### src/rtl/systolic_input_skewer.sv
// rtl/systolic_input_skewer.sv - tile FIFO plus diagonal-wavefront skew feeder for a weight-stationary systolic array
// Optional feature macro: SKEW_STALL_CNT_EN (adds stall_cnt output)
module systolic_input_skewer #(
    parameter int DATA_W     = 32,
    parameter int ROWS       = 3,
    parameter int VECS       = 3,
    parameter int FIFO_DEPTH = 4
) (
    input  logic                     clk,
    input  logic                     rst,
`ifdef SKEW_STALL_CNT_EN
    output logic [15:0]              stall_cnt,
`endif
    input  logic                     in_valid,
    output logic                     in_ready,
    input  logic [ROWS*DATA_W-1:0]   in_data,
    output logic [ROWS*DATA_W-1:0]   west_data,
    output logic [ROWS-1:0]          west_valid,
    output logic                     busy,
    output logic                     tile_done
);

    localparam int PW        = (FIFO_DEPTH > 1) ? $clog2(FIFO_DEPTH) : 1;
    localparam int CNTW      = $clog2(FIFO_DEPTH + 1);
    localparam int DRAIN_CYC = 2 * ROWS - 2;
    localparam int PH_MAX    = (VECS > DRAIN_CYC) ? VECS : DRAIN_CYC;
    localparam int PHW       = $clog2(PH_MAX + 1);

    typedef enum logic [1:0] {IDLE, STREAM, DRAIN, DONE} state_t;

    state_t                  state, state_next;
    logic [PHW-1:0]          phase, phase_next;

    logic [ROWS*DATA_W-1:0]  mem [FIFO_DEPTH];
    logic [PW-1:0]           wr_ptr, rd_ptr;
    logic [CNTW-1:0]         count;
    logic                    push, pop;

    // Ready depends only on the registered count, so a full FIFO never accepts even while popping.
    assign in_ready  = (count < CNTW'(FIFO_DEPTH));
    assign push      = in_valid && in_ready;
    assign pop       = (state == STREAM);
    assign busy      = (state != IDLE);
    assign tile_done = (state == DONE);

    // FIFO storage; contents need no reset because the pointers define validity.
    always_ff @(posedge clk) begin
        if (push)
            mem[wr_ptr] <= in_data;
    end

    // FIFO pointers and occupancy; a reset discards anything buffered.
    always_ff @(posedge clk or posedge rst) begin
        if (rst) begin
            wr_ptr <= '0;
            rd_ptr <= '0;
            count  <= '0;
        end else begin
            if (push)
                wr_ptr <= (wr_ptr == PW'(FIFO_DEPTH - 1)) ? '0 : wr_ptr + 1'b1;
            if (pop)
                rd_ptr <= (rd_ptr == PW'(FIFO_DEPTH - 1)) ? '0 : rd_ptr + 1'b1;
            count <= count + {{(CNTW-1){1'b0}}, push} - {{(CNTW-1){1'b0}}, pop};
        end
    end

    // Tile sequencer state and phase counter registers.
    always_ff @(posedge clk or posedge rst) begin
        if (rst) begin
            state <= IDLE;
            phase <= '0;
        end else begin
            state <= state_next;
            phase <= phase_next;
        end
    end

    // Start only on a fully buffered tile since the array cannot absorb bubbles.
    always_comb begin
        state_next = state;
        phase_next = phase;
        case (state)
            IDLE: begin
                if (count >= CNTW'(VECS)) begin
                    state_next = STREAM;
                    phase_next = '0;
                end
            end
            STREAM: begin
                if (phase == PHW'(VECS - 1)) begin
                    state_next = DRAIN;
                    phase_next = '0;
                end else begin
                    phase_next = phase + 1'b1;
                end
            end
            DRAIN: begin
                if (phase == PHW'(DRAIN_CYC - 1)) begin
                    state_next = DONE;
                    phase_next = '0;
                end else begin
                    phase_next = phase + 1'b1;
                end
            end
            DONE:    state_next = IDLE;
            default: state_next = IDLE;
        endcase
    end

    // Row r is a chain of r+1 registers; zeros enter whenever nothing is popped.
    for (genvar r = 0; r < ROWS; r++) begin : g_row
        logic [DATA_W-1:0] sd [r+1];
        logic [r:0]        sv;

        // Shift the row's data/valid chain one stage per cycle.
        always_ff @(posedge clk or posedge rst) begin
            if (rst) begin
                for (int j = 0; j <= r; j++)
                    sd[j] <= '0;
                sv <= '0;
            end else begin
                sd[0] <= pop ? mem[rd_ptr][r*DATA_W +: DATA_W] : '0;
                sv[0] <= pop;
                for (int j = 1; j <= r; j++) begin
                    sd[j] <= sd[j-1];
                    sv[j] <= sv[j-1];
                end
            end
        end

        assign west_data[r*DATA_W +: DATA_W] = sd[r];
        assign west_valid[r]                 = sv[r];
    end

`ifdef SKEW_STALL_CNT_EN
    // Count idle cycles spent waiting on a partially buffered tile, saturating.
    always_ff @(posedge clk or posedge rst) begin
        if (rst)
            stall_cnt <= '0;
        else if (state == IDLE && count != '0 && count < CNTW'(VECS) && stall_cnt != 16'hFFFF)
            stall_cnt <= stall_cnt + 1'b1;
    end
`endif

endmodule

### config.mk
export PLATFORM = sky130hd
export DESIGN_NAME = systolic_input_skewer
export DESIGN_NICKNAME = d
export VERILOG_FILES = /design/src/rtl/systolic_input_skewer.sv
export SDC_FILE = /design/constraint.sdc
export NUM_CORES = 1
export LEC_CHECK = 0
export BUFFER_PORTS_ARGS = -buffer_cell sky130_fd_sc_hd__buf_2
export CAP_MARGIN = 15
export CORE_MARGIN = 2
export CORE_UTILIZATION = 55
export CTS_BUF_LIST = sky130_fd_sc_hd__clkbuf_8 sky130_fd_sc_hd__clkbuf_16
export CTS_CLUSTER_DIAMETER = 30
export DETAILED_ROUTE_END_ITERATION = 7
export GPL_TIMING_DRIVEN = 0
export HOLD_SLACK_MARGIN = 0.02
export PLACE_DENSITY = 0.86
export SYNTH_ARGS = -nofsm -noshare
export SYNTH_HDL_FRONTEND = slang
export SYNTH_SLANG_ARGS = --single-unit
### constraint.sdc
create_clock -name clk -period 13.8 [get_ports clk]
set_input_delay 2.07 -clock clk [delete_from_list [all_inputs] [get_ports clk]]
set_output_delay 2.07 -clock clk [all_outputs]
set_load 0.02 [all_outputs]
### After elaboration in Yosys (flattened, before gate mapping)

Memory sizes are Yosys's and may differ from the RTL's.
Index checks and enable logic that the tools add are counted.

| operators by class | value |
|---|---|
| $add $sub $neg | 5 |
| $lt $le $gt $ge | 2 |
| equality and inequality tests | 10 |
| multiplexer cells | 15 |
| reduce and logical (&&, ||, !) cells | 6 |

Operator list:

| kind | count |
|---|---|
| two-way mux 32 bit | 3 |
| two-way mux 2 bit | 5 |
| two-way mux 3 bit | 3 |
| case mux 3 bit (3 select lines) | 1 |
| equality test 2 bit (second input constant) | 4 |
| case mux 2 bit (4 select lines) | 1 |
| equality test 3 x 2 -> 1 bit (second input constant) | 2 |
| adder 2 x 1 -> 2 bit (second input constant) | 2 |
| inequality test 2 bit (second input constant) | 2 |
| adder 3 x 1 -> 3 bit | 1 |
| adder 3 x 1 -> 3 bit (second input constant) | 1 |
| >= comparator 3 x 2 -> 1 bit (second input constant) | 1 |
| < comparator 3 bit (second input constant) | 1 |
| AND reduction 3 bit | 1 |
| nonzero test 3 bit | 1 |
| subtractor 3 x 1 -> 3 bit | 1 |
| equality test 2 x 1 -> 1 bit (second input constant) | 1 |
| zero test 2 bit | 1 |
| two-way mux 1 bit | 2 |
| inequality test 2 x 1 -> 1 bit (second input constant) | 1 |
| AND reduction 2 bit | 1 |
| nonzero test 2 bit | 1 |
| logical AND 1 bit | 1 |

| word-level totals | value |
|---|---|
| flip-flop bits (word level) | 210 |
| RAM bits | 384 |
| input bits | 99 |
| word-level logic and storage cells | 53 |
| memories | 1 |

Memory list:

| name | words | width | read ports | clocked after Yosys merged registers in | write ports | RTL line | source |
|---|---|---|---|---|---|---|---|
| mem | 4 | 96 | 1 | 0 | 1 | 34 | `logic [ROWS*DATA_W-1:0] mem [FIFO_DEPTH];` |

### Logic depth before layout (Yosys ltp)

Gate-level depths: netlist of the first run.

| depth | value |
|---|---|
| depth in word-level cells | 4 |
| gate-level depth with buffers | 8 |
| gate-level depth less buffers | 6 |

### Worst setup path before layout of the first run

No wires, ideal clock.

| timing path | value |
|---|---|
| path kind | input-to-reg |
| start | input port in_valid |
| end | memory mem[0][0] (netlist name), enable pin |
| library setup time | 0.466 ns |
| arrival | 4.694 ns |
| data required time | 13.334 ns |
| slack | 8.640 ns |
| stages | 3 |
| path buffers | 1 |
| path through | nor2b_1 -> clkbuf_1 -> and2_1 |

| on the way | value |
|---|---|
| word-level cells in the longest chain between the ends | 3 |

Ends and longest elaborated chain:

| item | RTL line | source |
|---|---|---|
| start, declared | 14 | `input logic in_valid,` |
| logical AND 1 bit | 41 | `assign push = in_valid && in_ready;` |
| two-way mux 1 bit | 48 | `if (push)` |
| two-way mux 1 bit (not written as such) | 49 | `mem[wr_ptr] <= in_data;` |
| end, declared | 34 |  |

Every way passes these cells.

### Final worst setup path of the first run

| timing path | value |
|---|---|
| start | register state[0] |
| end | output port busy |

| on the way | value |
|---|---|
| word-level cells in the longest chain between the ends | 1 |

Ends and longest elaborated chain:

| item | RTL line | source |
|---|---|---|
| start, declared | 31 | `state_t state, state_next;` |
| start signal, assigned | 73 | `state <= state_next;` |
| nonzero test 2 bit | 43 | `assign busy = (state != IDLE);` |
| end, declared | 19 | `output logic busy,` |

Every way passes these cells.

==> results of run 1 <==
## area by class of cell
| cell class | count | area [um2] |
|---|---|---|
| diodes | 4 | 10.0 |
| plain buffers | 99 | 672 |
| clock buffers | 111 | 2680 |
| clock inverters | 77 | 827 |
| fillers | 2078 | 10900 |
| inverters | 11 | 48.8 |
| multi-input cells | 247 | 3230 |
| flip-flops and latches | 591 | 16700 |
| well taps | 468 | 586 |
| repair buffers | 205 | 1140 |
## worst register-to-register path, stage by stage, from the launching register on
cell      delay, ns
dfrtp_1        0.40
inv_1          0.16
ha_1           0.18
clkbuf_1       0.69
buf_1          0.66
xor2_1         0.18
ha_1           0.24
fa_1           0.41
xor2_1         0.17
## Yosys cell counts, types with 3 or more instances
cell      number
edfxtp_1     384
dfrtp_1      207
and2_1       101
mux4_2        96
buf_4         66
ha_1          17
clkbuf_1      16
buf_2         12
inv_1         11
o21ai_0        6
nor2_1         5
a21oi_1        4
nand2_1        4
a32o_1         3
## sequential cells by signal, summed over array words and instances, names as in the netlist, 3 cells and up
| signal | cells |
|---|---|
| count | 3 |
| g_row.sd | 128 |
| g_row.sv | 3 |
| mem | 384 |
| phase | 3 |
| west_data | 64 |
## layout by cell type (no fill, tap or decap), types with 6 or more instances in the layout
cell        netlist  routed
edfxtp_1        384     384
buf_2            12     212
dfrtp_1         207     207
clkbuf_16         0     102
and2_1          101      97
mux4_2           96      96
buf_4            66      66
inv_1            11      19
ha_1             17      17
clkinv_2          0      17
clkbuf_1         16      16
inv_6             0      14
bufinv_16         0      13
clkinv_4          0      10
clkbuf_8          0       9
o21ai_0           6       6
clkinvlp_4        0       6
## per-stage QoR
step,setup WS [ns],instances,power [mW]
finish,10.13,1813,6.44
global route,10.0,1812,6.71
CTS,10.09,1809,6.51
detailed placement,9.60,1621,3.95
global placement,3.62,1616,3.90
floorplan,6.08,948,3.50
## power groups by stage
stage / combinational [mW] / clock, mW / sequential (mW)
2_1_floorplan: 0.953 / 0 / 2.54
3_3_place_gp: 1.38 / 0 / 2.52
6_report: 1.44 / 2.50 / 2.50
5_1_grt: 1.55 / 2.62 / 2.53
3_5_place_dp: 1.44 / 0 / 2.51
4_1_cts: 1.47 / 2.54 / 2.50
## worst min-delay path by stage
| stage | from | cells after the start | slack [ns] | end |
|---|---|---|---|---|
| floorplan | g_row[2].sd[64] | 0 | 0.33 | g_row[2].sd[32] |
| global placement | g_row[2].sd[48] | 0 | 0.33 | west_data[80] |
| CTS | g_row[1].sd[57] | 0 | 0.34 | west_data[57] |
| global route | g_row[2].sd[32] | 0 | 0.35 | west_data[64] |
| detailed placement | g_row[2].sd[65] | 0 | 0.33 | g_row[2].sd[33] |
| finish | g_row[1].sd[57] | 0 | 0.34 | west_data[57] |
## cells by family after synthesis
logic type      after synthesis
flops                       591
compound gates               13
mux                          98
simple gates                116
fa+ha+maj                    18
xor+xnor                      2
buf+inv                     110
## per-layer routing
layer	GRT usage, %	vias to the layer above	wire length (um)
met5	0	-	48
met4	9.25	8	1090
met3	6.22	82	2420
met2	37.5	312	22000
met1	27.2	5038	15800
li1	-	4186	-
==> flow_summary.toml, run 1 <==
[worst_setup_path]
crit_required_ns = 11.73
r2r-start = "state[1]"
cp-end-kind = "output port"
crit_slowest_cell = "dfrtp_1"
rr_worst_depth = 8
path_common_cell = "inv_1"
cp-start-kind = "register"
reg2reg_setup_slack_ns = 10.59
crit_path_start = "state[0]"
max_stage_delay_ns = 0.43
cp.depth = 4
r2r-end = "count[2]"
cp_top_family = "flip-flops"
crit_type = "register to output port"
crit_chain = "inv_1 -> ha_1 -> inv_1 -> buf_2"
crit_buf_inv = 3
crit_path_end = "busy"
path_max_fanout = 5
cp.arrival_ns = 1.60

[global_routing]
grt_pass1_vias = 10700
antenna_found_initial = 7
grt_max_degree = 125
grt_pass1_wl_um = 63000
grtUsageTotal_pct = 22.2
grt_overflow_total = 0

[die]
rows = 70
die_h_um = 198
core_area_um2 = 36800
start_util_pct = 56.1
die_x_um = 198
io_pins = 201
dieArea_um2 = 39100

[cts]
numCtsBuffers = 99
clockBufferDepth = 3
post-cts-setup-buffer-count = 0
cts_resized = 0
root_buffer = "clkbuf_16"
clock_latency_ns = 0.62
clock-sinks = 591
clk_pin_slew_ns = 0.05
hold_buffers = 0
cts_tree = "built"
htreeDepth = 3

[placed_design]
io_buffers = 200
gp_congestion = 0.745
dpl.hpwl_um = 22200
postPlaceCellArea_um2 = 22400

[pwr]
pwr-share-comb_pct = 22.3
pwr-share-clk_pct = 38.9
power.share.sequential_pct = 38.8
p_sw_share_pct = 27.8
intPower_mw = 4.65
total_leakage_power_nw = 10.5
power_density_nw_per_um2 = 249
ir_worst_vdd_mv = 0.151
p_sw_mw = 1.79

[layout]
drive_above_1_share_pct = 42.1
final_util_pct = 70.4
fin_nets = 1371
final_area_um2 = 25900
syn2layout_area_growth_pct = 25.5

[timing]
rsz0062_at_grt = "false"
relSlewSlack_pct = 38.6
finalSetupViolations = 0
slew_viol_final = 0
post-route-period-util_pct = 26.6
tns_ns = 0
final_hold_viol_count = 0
fmax_mhz = 272
hold_ws_ns = 0.339
tightest_slew_ns = 0.921
fin_skew_ns = 0.0177
min_period_ns = 3.67

[synth]
synth_cells = 948
synthAdderAreaFrac_pct = 1.13
ys_types = 23
ys.flop_type = "edfxtp_1"
synth_top_family_by_area = "multiplexers"
synth_edf_count = 384
syn_area_um2 = 20600
async_flop_share_pct = 35.0
synth_area_leaders = "edfxtp_1, dfrtp_1, mux4_2"
synth-simple-area-share_pct = 3.39
synth_top_area_share_pct = 55.9
yosys_warnings = 0
syn-num-nets = 1065
synth_top_area_cell = "edfxtp_1"
ys_seq_area_share_pct = 81.0
synth-seq-cells = 591
synth_compound_area_share_pct = 0.388
synth_xor_area_share_pct = 0.0849
synth.avg_cell_area_um2 = 21.8
synthMuxAreaShare_pct = 10.6

[outcome]
status = "complete, no violations"

[job]
drv_cap = 0

[detailed_routing]
antenna_left = 0
num_vias = 9626
totalWireLength_um = 41300
wl_per_cell_um = 22.8
first_pass_iters = 5
viasPerCell = 5.31
first_iter_violations = 609
drcViolationCount = 0

[min_path]
holdCritPathClass = "register to register"
Note: power is estimated with default switching activity, not from simulation.
==> run 2: changes to the inputs <==
==> constraint.sdc (replaced) <==
create_clock -name clk -period 3.7 [get_ports clk]
set_input_delay 0.555 -clock clk [delete_from_list [all_inputs] [get_ports clk]]
set_output_delay 0.555 -clock clk [all_outputs]
set_load 0.02 [all_outputs]
==> flow_summary.toml, run 2 (synthesis results as in run 1) <==
[placed_design]
io_buffers = 200
dpl.hpwl_um = 22500
gp_congestion = 0.711
postPlaceCellArea_um2 = 22500

[die]
io_pins = 201
start_util_pct = 56.1
core_area_um2 = 36800
die_h_um = 198
dieArea_um2 = 39100
die_x_um = 198
rows = 70

[layout]
drive_above_1_share_pct = 42.3
regMostFlops = "mem"
largest_reg_flops = 384
layout.cells.most_common = "edfxtp_1"
fin_nets = 1377
final_area_um2 = 26000
mostFrequentLayoutCells = "edfxtp_1, buf_2, dfrtp_1"
syn2layout_area_growth_pct = 26.2

[min_path]
holdCritPathClass = "input pin to async pin"

[timing]
min_period_ns = 3.15
tns_ns = 0
relSlewSlack_pct = 34.3
rsz0062_at_grt = "false"
post-route-period-util_pct = 85.0
tightest_slew_ns = 0.985
final_hold_viol_count = 0
fmax_mhz = 318
finalSetupViolations = 0
slew_viol_final = 0
fin_skew_ns = 0.0317

[cts]
clock_latency_ns = 0.63
clk_pin_slew_ns = 0.06
clockBufferDepth = 3
cts_resized = 0
htreeDepth = 3
post-cts-setup-buffer-count = 0
root_buffer = "clkbuf_16"
cts_tree = "built"
numCtsBuffers = 100
hold_buffers = 0
clock-sinks = 591

[worst_setup_path]
r2r-end = "count[2]"
crit_type = "register to register"
r2r-start = "state[1]"
path_max_fanout = 10
cp-start-kind = "register"
cp.arrival_ns = 3.65
max_stage_delay_ns = 0.73
crit_chain = "inv_1 -> ha_1 -> clkbuf_1 -> buf_1 -> xor2_1 -> ha_1 -> fa_1 -> xor2_1"
rr_worst_depth = 8
crit_path_start = "state[1]"
cp-end-kind = "register"
crit_slowest_cell = "clkbuf_1"
reg2reg_setup_slack_ns = 0.55
crit_required_ns = 4.20

[detailed_routing]
first_iter_violations = 550
antenna_left = 0
totalWireLength_um = 40200
viasPerCell = 5.27
wl_per_cell_um = 22.1
drcViolationCount = 0
num_vias = 9618
first_pass_iters = 5

[job]
drv_cap = 0

[global_routing]
grt_overflow_total = 0
antenna_found_initial = 7
grt_pass1_vias = 10600
grt_pass1_wl_um = 61900
grtUsageTotal_pct = 21.6
grt_max_degree = 56

[pwr]
ir_worst_vdd_mv = 0.604
power_density_nw_per_um2 = 924
total_leakage_power_nw = 10.6
power_mw = 24.1

[outcome]
status = "complete, no violations"
-- run 2: changes by cell type in the layout (fill, tap and decap cells not counted), moves of 3 or more --
| cell | previous run | this run |
|---|---|---|
| buf_12 | 0 | 6 |
| bufinv_16 | 13 | 9 |
| clkbuf_16 | 102 | 105 |
| clkbuf_8 | 9 | 4 |
| clkinv_16 | 0 | 3 |
| clkinv_2 | 17 | 14 |
| clkinv_4 | 10 | 7 |
| clkinvlp_4 | 6 | 2 |
| diode_2 | 4 | 8 |
| inv_1 | 19 | 22 |
| inv_4 | 0 | 5 |
| inv_6 | 14 | 17 |
| inv_8 | 2 | 6 |
-- run 2: cell type report --
class / instances / area (um2)
sequential: 591 / 16700
timing repair buffer: 210 / 1230
clock buffer: 109 / 2680
inverter: 11 / 45.0
tap: 468 / 586
antenna: 8 / 20.0
fill: 2118 / 10700
multi-input combinational: 247 / 3230
clock inverter: 81 / 876
buffer: 99 / 672
-- run 2: worst max path at each step --
stage,to,slack (ns),depth (start not counted)
after floorplan,mem[2][0],0.06,3
after global placement,mem[0][19],-1.96,4
after detailed placement,count[2],0.57,8
after CTS,count[2],0.54,8
after global routing,count[2],0.43,8
final,count[2],0.55,8
-- run 2: layer usage --
metal	GRT usage [%]	up-vias	routed length, um
met5	0	-	0
met3	5.13	64	2320
li1	-	4202	-
met1	27.2	5050	15500
met2	36.7	302	21500
met4	8.44	0	846
-- run 2: report_power, final --
group	internal, mW	switching [mW]	total [mW]
clock network	6.00	3.40	9.40
registers	8.78	0.509	9.29
logic	2.44	2.93	5.37
-- run 2: per-stage QoR --
step	instances	hold slack, ns	worst slack [ns]	util [%]
finish	1824	0.0759	0.554	70.8
global placement	1616	0.331	-1.96	60.4
CTS	1816	0.0747	0.541	70.8
detailed placement	1626	0.335	0.569	61.1
floorplan	948	0.331	0.0551	-
global route	1820	0.114	0.433	70.8
-- run 2: critical path: cells and delay by family, from the launching register on --
family | cells | cell delay, ns
xor gates and xnor gates | 2 | 0.32
adders and majority gates | 3 | 0.83
buffers and inverters | 3 | 1.48
DFF | 1 | 0.40
==> run 3: changes to the inputs <==
--- a/config.mk
+++ b/config.mk
@@ -8,13 +8,14 @@
 export BUFFER_PORTS_ARGS = -buffer_cell sky130_fd_sc_hd__buf_2
 export CAP_MARGIN = 15
 export CORE_MARGIN = 2
-export CORE_UTILIZATION = 55
+export CORE_UTILIZATION = 45
 export CTS_BUF_LIST = sky130_fd_sc_hd__clkbuf_8 sky130_fd_sc_hd__clkbuf_16
 export CTS_CLUSTER_DIAMETER = 30
 export DETAILED_ROUTE_END_ITERATION = 7
 export GPL_TIMING_DRIVEN = 0
 export HOLD_SLACK_MARGIN = 0.02
-export PLACE_DENSITY = 0.86
+export PLACE_DENSITY = 0.74
+export SLEW_MARGIN = 40
 export SYNTH_ARGS = -nofsm -noshare
 export SYNTH_HDL_FRONTEND = slang
 export SYNTH_SLANG_ARGS = --single-unit
==> flow_summary.toml, run 3 (synthesis results as in run 1) <==
[worst_setup_path]
crit_required_ns = 4.22
path_max_fanout = 10
cp.arrival_ns = 3.25
crit_type = "register to register"
cp-end-kind = "register"
cp-start-kind = "register"
reg2reg_setup_slack_ns = 0.97

[layout]
regMostFlops = "mem"
stdcell_count = 1978
largest_reg_flops = 384
layout.cells.most_common = "edfxtp_1"
fin_nets = 1397
syn2layout_area_growth_pct = 29.1
mostFrequentLayoutCells = "edfxtp_1, buf_2, dfrtp_1"
final_area_um2 = 26700
final_util_pct = 58.9
drive_above_1_share_pct = 42.9

[global_routing]
antenna_found_initial = 6
grt_pass1_wl_um = 61100
grt_pass1_vias = 10600
grtUsageTotal_pct = 17.3
grt_max_degree = 34
grt_overflow_total = 0

[detailed_routing]
first_pass_iters = 4
first_iter_violations = 630
drcViolationCount = 0
wl_per_cell_um = 19.8
totalWireLength_um = 39100
num_vias = 9665
antenna_left = 0
viasPerCell = 4.89

[die]
die_x_um = 218
io_pins = 201
rows = 78
start_util_pct = 45.6
core_area_um2 = 45300
die_h_um = 218
dieArea_um2 = 47600

[timing]
tightest_slew_ns = 0.725
slew_viol_final = 0
rsz0062_at_grt = "false"
min_period_ns = 2.73
relSlewSlack_pct = 51.7
final_hold_viol_count = 0
fmax_mhz = 366
fin_skew_ns = 0.0243
final.setup.worst_slack_ns = 0.966
finalSetupViolations = 0
post-route-period-util_pct = 73.9

[placed_design]
gp_congestion = 0.738
dpl.hpwl_um = 23400
placed_cells = 1770
dpl_worst_slack_ns = 0.906
postPlaceCellArea_um2 = 22900
io_buffers = 200

[pwr]
power_mw = 24.4
ir_worst_vdd_mv = 0.585
total_leakage_power_nw = 10.8
power_density_nw_per_um2 = 914

[cts]
clockBufferDepth = 3
htreeDepth = 3
clk_pin_slew_ns = 0.05
cts_tree = "built"
root_buffer = "clkbuf_16"
clock-sinks = 591
clock_latency_ns = 0.64
numCtsBuffers = 107

[min_path]
holdCritPathClass = "input pin to register"

[outcome]
status = "complete, no violations"

[job]
drv_cap = 0
## run 3: changes by cell type in the layout (fill, tap and decap cells not counted), sizes merged, moves of 4 or more
cell | previous run | this run
inv | 52 | 40
diode | 8 | 4
buf | 293 | 305
clkbuf | 125 | 135
clkinvlp | 2 | 8
clkinv | 29 | 37
## run 3: repair_timing
item,in CTS,in global routing
setup buffers,0,0
resized for setup,0,0
hold buffers,1,0
endpoints found under the hold margin,10,0
setup endpoints to repair,0,0
## run 3: path summary, 6_finish.rpt
path,startpoint,end,cells past startpoint
worst min register to register,g_row[2].sd[87],g_row[2].sd[55],0
worst max register to register,state[1],count[2],8
worst min-delay path,in_data[8],mem[2][8],1
min in group asynchronous,rst,west_data[75],3
max in group asynchronous,rst,g_row[0].sd[23],8
worst max-delay path,state[1],count[2],8
## run 3: metrics by stage
step	hold WS, ns	TNS (ns)
after floorplan	0.331	0
after global placement	0.331	-1003.03
after detailed placement	0.335	0
after CTS	0.0842	0
after global routing	0.105	0
final	0.123	0
## run 3: power by group
part | switching [mW] | total, mW | internal (mW) | leakage [nW]
clock network | 3.33 | 9.69 | 6.36 | 1.87
registers | 0.473 | 9.25 | 8.78 | 6.22
logic | 2.92 | 5.41 | 2.49 | 2.69
total | 6.72 | 24.4 | 17.6 | 10.8
## run 3: final cells by class
cell class	instances	area [um2]
fill	3313	18600
buffer	99	673
timing repair buffer	223	1500
antenna	4	10.0
clock buffer	119	2890
multi-input combinational	247	3230
tap	600	751
clock inverter	84	846
sequential	591	16700
inverter	11	45.0
## run 3: critical path, cell delays in order, from the launching register on
cell and delay, ns:
dfrtp_1 0.39, inv_1 0.15, ha_1 0.17, clkbuf_2 0.38, buf_1 0.55, xor2_1 0.15, ha_1 0.23, fa_1 0.41
xor2_1 0.17
## run 3: metal layers
layer / part of all wire [%] / GRT usage, % / wire length [um] / up-vias
li1: - / - / - / 4256
met1: 41 / 21.9 / 16000 / 5037
met2: 50 / 28.1 / 19600 / 288
met3: 6.2 / 4.87 / 2420 / 78
met4: 2.5 / 7.28 / 977 / 6
met5: 0.095 / 0 / 37 / -
